### config.mk
export PLATFORM = sky130hd
export DESIGN_NAME = mbist_march_ctrl
export DESIGN_NICKNAME = d
export VERILOG_FILES = /design/src/rtl/mbist_march_ctrl.sv
export SDC_FILE = /design/constraint.sdc
export NUM_CORES = 1
export LEC_CHECK = 0
export CAP_MARGIN = 20
export CORE_MARGIN = 2
export CORE_UTILIZATION = 45
export DETAILED_ROUTE_END_ITERATION = 12
export DONT_BUFFER_PORTS = 1
export PLACE_DENSITY_LB_ADDON = 0.08
export SYNTH_ARGS = -nofsm -noshare
export SYNTH_HDL_FRONTEND = slang
export SYNTH_SLANG_ARGS = --single-unit
export TNS_END_PERCENT = 5
### constraint.sdc
create_clock -name clk -period 2.7 [get_ports clk]
set_input_delay 0.54 -clock clk [delete_from_list [all_inputs] [get_ports clk]]
set_output_delay 0.54 -clock clk [all_outputs]
set_load 0.02 [all_outputs]
### src/rtl/mbist_march_ctrl.sv
// March C- memory BIST controller: sequences reads/writes over addresses 0..DEPTH-1 and checks rdata.
// Optional first-failure capture (fail_addr/fail_data) is enabled by defining MBIST_FAIL_LOG_EN.
module mbist_march_ctrl #(
    parameter int DATA_WIDTH = 8,
    parameter int ADDR_WIDTH = 4,
    parameter int DEPTH      = 16,
    parameter int CNT_WIDTH  = 8
) (
    input  logic                  clk,
    input  logic                  rst_n,
    input  logic                  start,
    output logic                  busy,
    output logic                  done,
    output logic                  fail,
    output logic [CNT_WIDTH-1:0]  fail_count,
    output logic                  mem_write_read,
    output logic [ADDR_WIDTH-1:0] mem_address,
    output logic [DATA_WIDTH-1:0] mem_wdata,
    input  logic [DATA_WIDTH-1:0] mem_rdata
`ifdef MBIST_FAIL_LOG_EN
    ,
    output logic [ADDR_WIDTH-1:0] fail_addr,
    output logic [DATA_WIDTH-1:0] fail_data
`endif
);

    typedef enum logic [2:0] {
        S_IDLE,
        S_SETUP,
        S_RD,
        S_WR,
        S_DRAIN,
        S_DONE
    } state_t;

    localparam logic [ADDR_WIDTH-1:0] LAST_ADDR = ADDR_WIDTH'(DEPTH - 1);
    localparam logic [DATA_WIDTH-1:0] ONES      = {DATA_WIDTH{1'b1}};
    localparam logic [DATA_WIDTH-1:0] ZEROS     = '0;

    state_t                r_state;
    logic [2:0]            r_elem;
    logic [ADDR_WIDTH-1:0] r_addr;
    logic [DATA_WIDTH-1:0] r_wdata;
    logic                  r_drain;
    logic                  r_busy;
    logic                  r_done;
    logic                  r_fail;
    logic [CNT_WIDTH-1:0]  r_failCount;
    logic [1:0]            r_pipeValid;
    logic [DATA_WIDTH-1:0] r_pipeExp0;
    logic [DATA_WIDTH-1:0] r_pipeExp1;

    state_t                w_nextState;
    logic [2:0]            w_nextElem;
    logic [ADDR_WIDTH-1:0] w_nextAddr;
    logic [DATA_WIDTH-1:0] w_nextWdata;
    logic                  w_nextDrain;
    logic                  w_down;
    logic                  w_lastAddr;
    logic [ADDR_WIDTH-1:0] w_stepAddr;
    logic [DATA_WIDTH-1:0] w_expRead;
    logic                  w_accept;
    logic                  w_finish;
    logic                  w_mismatch;

    // E1 and E3 write all-ones; every other element writes all-zeros.
    function automatic logic [DATA_WIDTH-1:0] writeValue(input logic [2:0] elem);
        return (elem == 3'd1 || elem == 3'd3) ? ONES : ZEROS;
    endfunction

    assign w_down     = (r_elem == 3'd3) || (r_elem == 3'd4);
    assign w_lastAddr = w_down ? (r_addr == '0) : (r_addr == LAST_ADDR);
    assign w_stepAddr = w_down ? (r_addr - ADDR_WIDTH'(1)) : (r_addr + ADDR_WIDTH'(1));
    assign w_expRead  = (r_elem == 3'd2 || r_elem == 3'd4) ? ONES : ZEROS;
    assign w_accept   = (r_state == S_IDLE) && start;
    assign w_finish   = (r_state == S_DRAIN) && r_drain;
    assign w_mismatch = r_pipeValid[1] && (mem_rdata != r_pipeExp1);

    always_comb begin
        w_nextState = r_state;
        w_nextElem  = r_elem;
        w_nextAddr  = r_addr;
        w_nextWdata = r_wdata;
        w_nextDrain = r_drain;
        case (r_state)
            S_IDLE: begin
                if (start) begin
                    w_nextState = S_SETUP;
                    w_nextElem  = 3'd0;
                    w_nextWdata = writeValue(3'd0);
                end
            end
            S_SETUP: begin
                w_nextAddr  = w_down ? LAST_ADDR : '0;
                w_nextState = (r_elem == 3'd0) ? S_WR : S_RD;
            end
            S_RD: begin
                if (r_elem != 3'd5) begin
                    w_nextState = S_WR;
                end else if (w_lastAddr) begin
                    w_nextState = S_DRAIN;
                    w_nextDrain = 1'b0;
                end else begin
                    w_nextAddr = w_stepAddr;
                end
            end
            S_WR: begin
                if (w_lastAddr) begin
                    w_nextState = S_SETUP;
                    w_nextElem  = r_elem + 3'd1;
                    // The final read-only element keeps the previous write value.
                    if (r_elem != 3'd4) begin
                        w_nextWdata = writeValue(r_elem + 3'd1);
                    end
                end else begin
                    w_nextAddr  = w_stepAddr;
                    w_nextState = (r_elem == 3'd0) ? S_WR : S_RD;
                end
            end
            S_DRAIN: begin
                if (r_drain) begin
                    w_nextState = S_DONE;
                end else begin
                    w_nextDrain = 1'b1;
                end
            end
            S_DONE:  w_nextState = S_IDLE;
            default: w_nextState = S_IDLE;
        endcase
    end

    always_ff @(posedge clk or negedge rst_n) begin
        if (!rst_n) begin
            r_state <= S_IDLE;
            r_elem  <= '0;
            r_addr  <= '0;
            r_wdata <= '0;
            r_drain <= 1'b0;
        end else begin
            r_state <= w_nextState;
            r_elem  <= w_nextElem;
            r_addr  <= w_nextAddr;
            r_wdata <= w_nextWdata;
            r_drain <= w_nextDrain;
        end
    end

    // Expected data rides two stages so it lines up with the memory's 2-cycle read latency.
    always_ff @(posedge clk or negedge rst_n) begin
        if (!rst_n) begin
            r_pipeValid <= '0;
            r_pipeExp0  <= '0;
            r_pipeExp1  <= '0;
        end else begin
            r_pipeValid <= {r_pipeValid[0], (r_state == S_RD)};
            r_pipeExp0  <= w_expRead;
            r_pipeExp1  <= r_pipeExp0;
        end
    end

    always_ff @(posedge clk or negedge rst_n) begin
        if (!rst_n) begin
            r_busy      <= 1'b0;
            r_done      <= 1'b0;
            r_fail      <= 1'b0;
            r_failCount <= '0;
        end else if (w_accept) begin
            r_busy      <= 1'b1;
            r_done      <= 1'b0;
            r_fail      <= 1'b0;
            r_failCount <= '0;
        end else begin
            if (w_finish) begin
                r_busy <= 1'b0;
                r_done <= 1'b1;
            end
            if (w_mismatch) begin
                r_fail <= 1'b1;
                if (r_failCount != {CNT_WIDTH{1'b1}}) begin
                    r_failCount <= r_failCount + CNT_WIDTH'(1);
                end
            end
        end
    end

`ifdef MBIST_FAIL_LOG_EN
    logic [ADDR_WIDTH-1:0] r_pipeAddr0;
    logic [ADDR_WIDTH-1:0] r_pipeAddr1;
    logic [ADDR_WIDTH-1:0] r_failAddr;
    logic [DATA_WIDTH-1:0] r_failData;

    // fail is still clear on the first mismatch of a run, so it gates the capture.
    always_ff @(posedge clk or negedge rst_n) begin
        if (!rst_n) begin
            r_pipeAddr0 <= '0;
            r_pipeAddr1 <= '0;
            r_failAddr  <= '0;
            r_failData  <= '0;
        end else begin
            r_pipeAddr0 <= r_addr;
            r_pipeAddr1 <= r_pipeAddr0;
            if (w_accept) begin
                r_failAddr <= '0;
                r_failData <= '0;
            end else if (w_mismatch && !r_fail) begin
                r_failAddr <= r_pipeAddr1;
                r_failData <= mem_rdata;
            end
        end
    end

    assign fail_addr = r_failAddr;
    assign fail_data = r_failData;
`endif

    assign busy           = r_busy;
    assign done           = r_done;
    assign fail           = r_fail;
    assign fail_count     = r_failCount;
    assign mem_write_read = (r_state == S_WR);
    assign mem_address    = r_addr;
    assign mem_wdata      = r_wdata;

endmodule

==> results.yml <==
finish:
  nNetsFinal: 187
  antenna_cells: 0
  areaGrowthSynthToFinish_pct: 3.85
  layout-drive-gt1-share_pct: 12.0
  fillCellCount: 343
  fin_cells: 213
critical_path:
  cp-start-kind: "flop"
  crit_path_start: "r_elem[0]"
  critPathCapture: "mem_address[3]"
  worst_setup_path_end_kind: "flop"
  critPathMaxFanout: 7
  reg2regPathDepth: 10
  cp_data_required_time_ns: 2.95
  crit_type: "flop to flop"
  crit_arrival_ns: 2.69
  r2r_setup_slack_ns: 0.25
  rr_endpoint: "mem_address[3]"
  rr_startpoint: "r_elem[0]"
pwr:
  leakage_nw: 0.710
  powerDensity_mw_per_mm2: 1150
  p_sw_uw: 918
  swShare_pct: 48.4
  ir_worst_vdd_mv: 0.557
  comb_power_share_pct: 47.7
  clockPowerShare_pct: 9.7
  seqPwrFrac_pct: 42.5
  total_power_mw: 1.90
  p_int_uw: 980
clock_tree:
  clock-root-buffer: "clkbuf_4"
  cts.sinks: 27
  htreeDepth: 1
  clk_latency_ns: 0.33
  cts_tree: "built"
  cts_setup_buffers: 0
  path_clk_slew_ns: 0.15
  cts_made_buffers: 3
  cts_buffer_depth: 2
floorplan:
  core_area_mm2: 0.00336
  dieHeight_um: 63.5
  initial_core_util_pct: 47.3
  num_io_pins: 35
  die-width_um: 63.5
  core.rowCount: 21
  dieArea_mm2: 0.00403
synth:
  synth_most_common_cell: "dfrtp_1"
  synth-main-ff-cell: "dfrtp_1"
  synth_edf_count: 0
  ys_types: 43
  synth_area_leader_cell: "dfrtp_1"
  yosysSeqAreaShare_pct: 42.5
  synthTopCellsByCount: "dfrtp_1 (27), nor2_1 (21), nand2_1 (19)"
  synthCells: 170
  syn_avg_cell_area_um2: 9.36
  ys_warn_count: 0
  synth_fp_nets: 189
  ys_top_cells_by_area: "dfrtp_1 (42%), ha_1 (5.5%), a21oi_1 (5.0%), nor2_1 (5.0%), nand2_1 (4.5%)"
  syn_area_mm2: 0.00159
  ys_ff_latch: 27
  async_flop_share_pct: 100
  yosysTopAreaCellShare_pct: 42.5
placement:
  dpl_worst_slack_ns: 0.170
  placed_cells_incl_taps: 207
  dp_hpwl_um: 2240
  gp_congestion: 0.804
  port_buffers: 0
sta:
  finClkSkew_ns: 0.00215
  finalSetupViolations: 0
  slew_headroom_pct: 59.4
  fin_tns_setup_ns: 0
  period_needed_ns: 2.45
  fmax_mhz: 409
  slew_viol_final: 0
  fin_ws_ns: 0.255
  tightest_slew_ns: 0.605
  rsz0062_at_grt: "no"
  finalHoldViolations: 0
  fin_crit_sh_pct: 90.6
routing:
  ant_nets: 0
  viasPerCell: 5.75
  drcViolationCount: 0
  vias: 1224
  routed_wl_um: 3090
  drt_iter0_markers: 49
  wl_per_cell_um: 14.5
  firstDrtPassIters: 4
global_route:
  grt_pass1_wl_um: 5410
  gr-usage-all-layers_pct: 16.9
  grt_max_degree: 28
  antenna_found_initial: 0
  grt_overflow: 0
  grt_pass1_vias: 1205
worst_hold_path:
  hold_path_class: "flop to flop"
  worstHoldStart: "r_pipeExp0[6]"
run:
  maxCapViolCount: 0
outcome:
  outcome: "completed"
[power groups by stage]
stage	sequential, mW	clock (mW)	combinational (mW)
global placement	0.814	0	0.860
global route	0.838	0.206	1.02
CTS	0.809	0.189	0.899
finish	0.807	0.185	0.906
detailed placement	0.817	0	0.885
floorplan	0.767	0	0.834
[per-layer routing]
metal / track usage (%) / vias to the layer above / share of wire (%)
li1: - / 592 / -
met1: 20.4 / 590 / 45
met4: 7.88 / 0 / 1.9
met2: 27.9 / 35 / 48
met3: 4.82 / 7 / 5.3
met5: 0 / - / 0
[layout make-up]
| type | count | area [µm²] | area share (%) |
|---|---|---|---|
| Sequential cell | 27 | 676 | 40.9 |
| Tap cell | 46 | 57.6 | 3.48 |
| Timing Repair Buffer | 5 | 52.6 | 3.18 |
| Multi-Input combinational cell | 127 | 823 | 49.8 |
| Clock buffer | 4 | 26.3 | 1.59 |
| Inverter | 4 | 17.5 | 1.06 |
[layout by cell type, fill, tap and decap left out, types with 2 or more instances in the layout]
cell type   n
or3_1       2
mux2i_1     3
mux2i_4     2
inv_1       3
a21oi_1    15
nor2b_1     2
nand4_1     4
dfrtp_1    27
o21ai_0     4
a31o_2      3
xnor2_1     2
nand2b_1    2
nand2_1    19
ha_1        7
buf_4       3
clkbuf_4    3
a21o_1      2
o31ai_1     3
nor2_1     21
nor4_1      3
nor3_1      4
nand3_1     9
[logic make-up (layout without fill, tap and decap cells)]
logic type | Yosys count | count (layout) | synth area share (%)
AND/OR/NAND/NOR | 73 | 73 | 22.1
AO/OA/AOI/OAI | 37 | 37 | 15.6
flip-flops | 27 | 27 | 42.5
buffers and inverters | 16 | 13 | 6.05
adder cells (fa/ha/maj) | 8 | 8 | 6.76
multiplexers | 6 | 6 | 5.42
XOR/XNOR | 3 | 3 | 1.65
[stage by stage]
stage	instance area [µm²]	utilization [%]	hold slack, ns
after floorplan	1590	-	0.244
after global placement	1590	47.4	0.245
after detailed placement	1590	47.4	0.245
after CTS	1650	49.0	0.370
after global routing	1650	49.1	0.381
final	1650	49.1	0.369
[registers in the layout (all words and copies together) (netlist names)]
register	flops
r_pipeExp1	1
mem_wdata	1
busy	1
r_drain	1
r_pipeValid	2
r_state	3
fail	1
r_elem	3
fail_count	8
r_pipeExp0	1
done	1
mem_address	4
[worst max-delay path, stage by stage, from the launching register on]
cell and delay (ns):
dfrtp_1 0.46, inv_1 0.09, ha_1 0.27, mux2i_4 0.25, inv_4 0.10, ha_1 0.28, a21o_1 0.19, a21oi_2 0.23
mux2i_1 0.21, a21oi_1 0.08, o22a_1 0.18
[worst min-delay path by stage]
stage	endpoint	slack, ns	cells after the start
after floorplan	busy	0.24	0
after global placement	r_pipeValid[1]	0.25	0
after detailed placement	r_pipeValid[1]	0.25	0
after CTS	r_pipeExp1[6]	0.37	0
after global routing	r_pipeExp1[6]	0.38	0
final	r_pipeExp1[6]	0.37	0
[repair_timing]
action                                 4_1_cts  5_1_grt
hold buffers                                 2        0
endpoints found under the hold margin       27        0
resized for setup                            0        1
setup endpoints to repair                    0        1
Note: power is estimated with default switching activity, not from simulation.
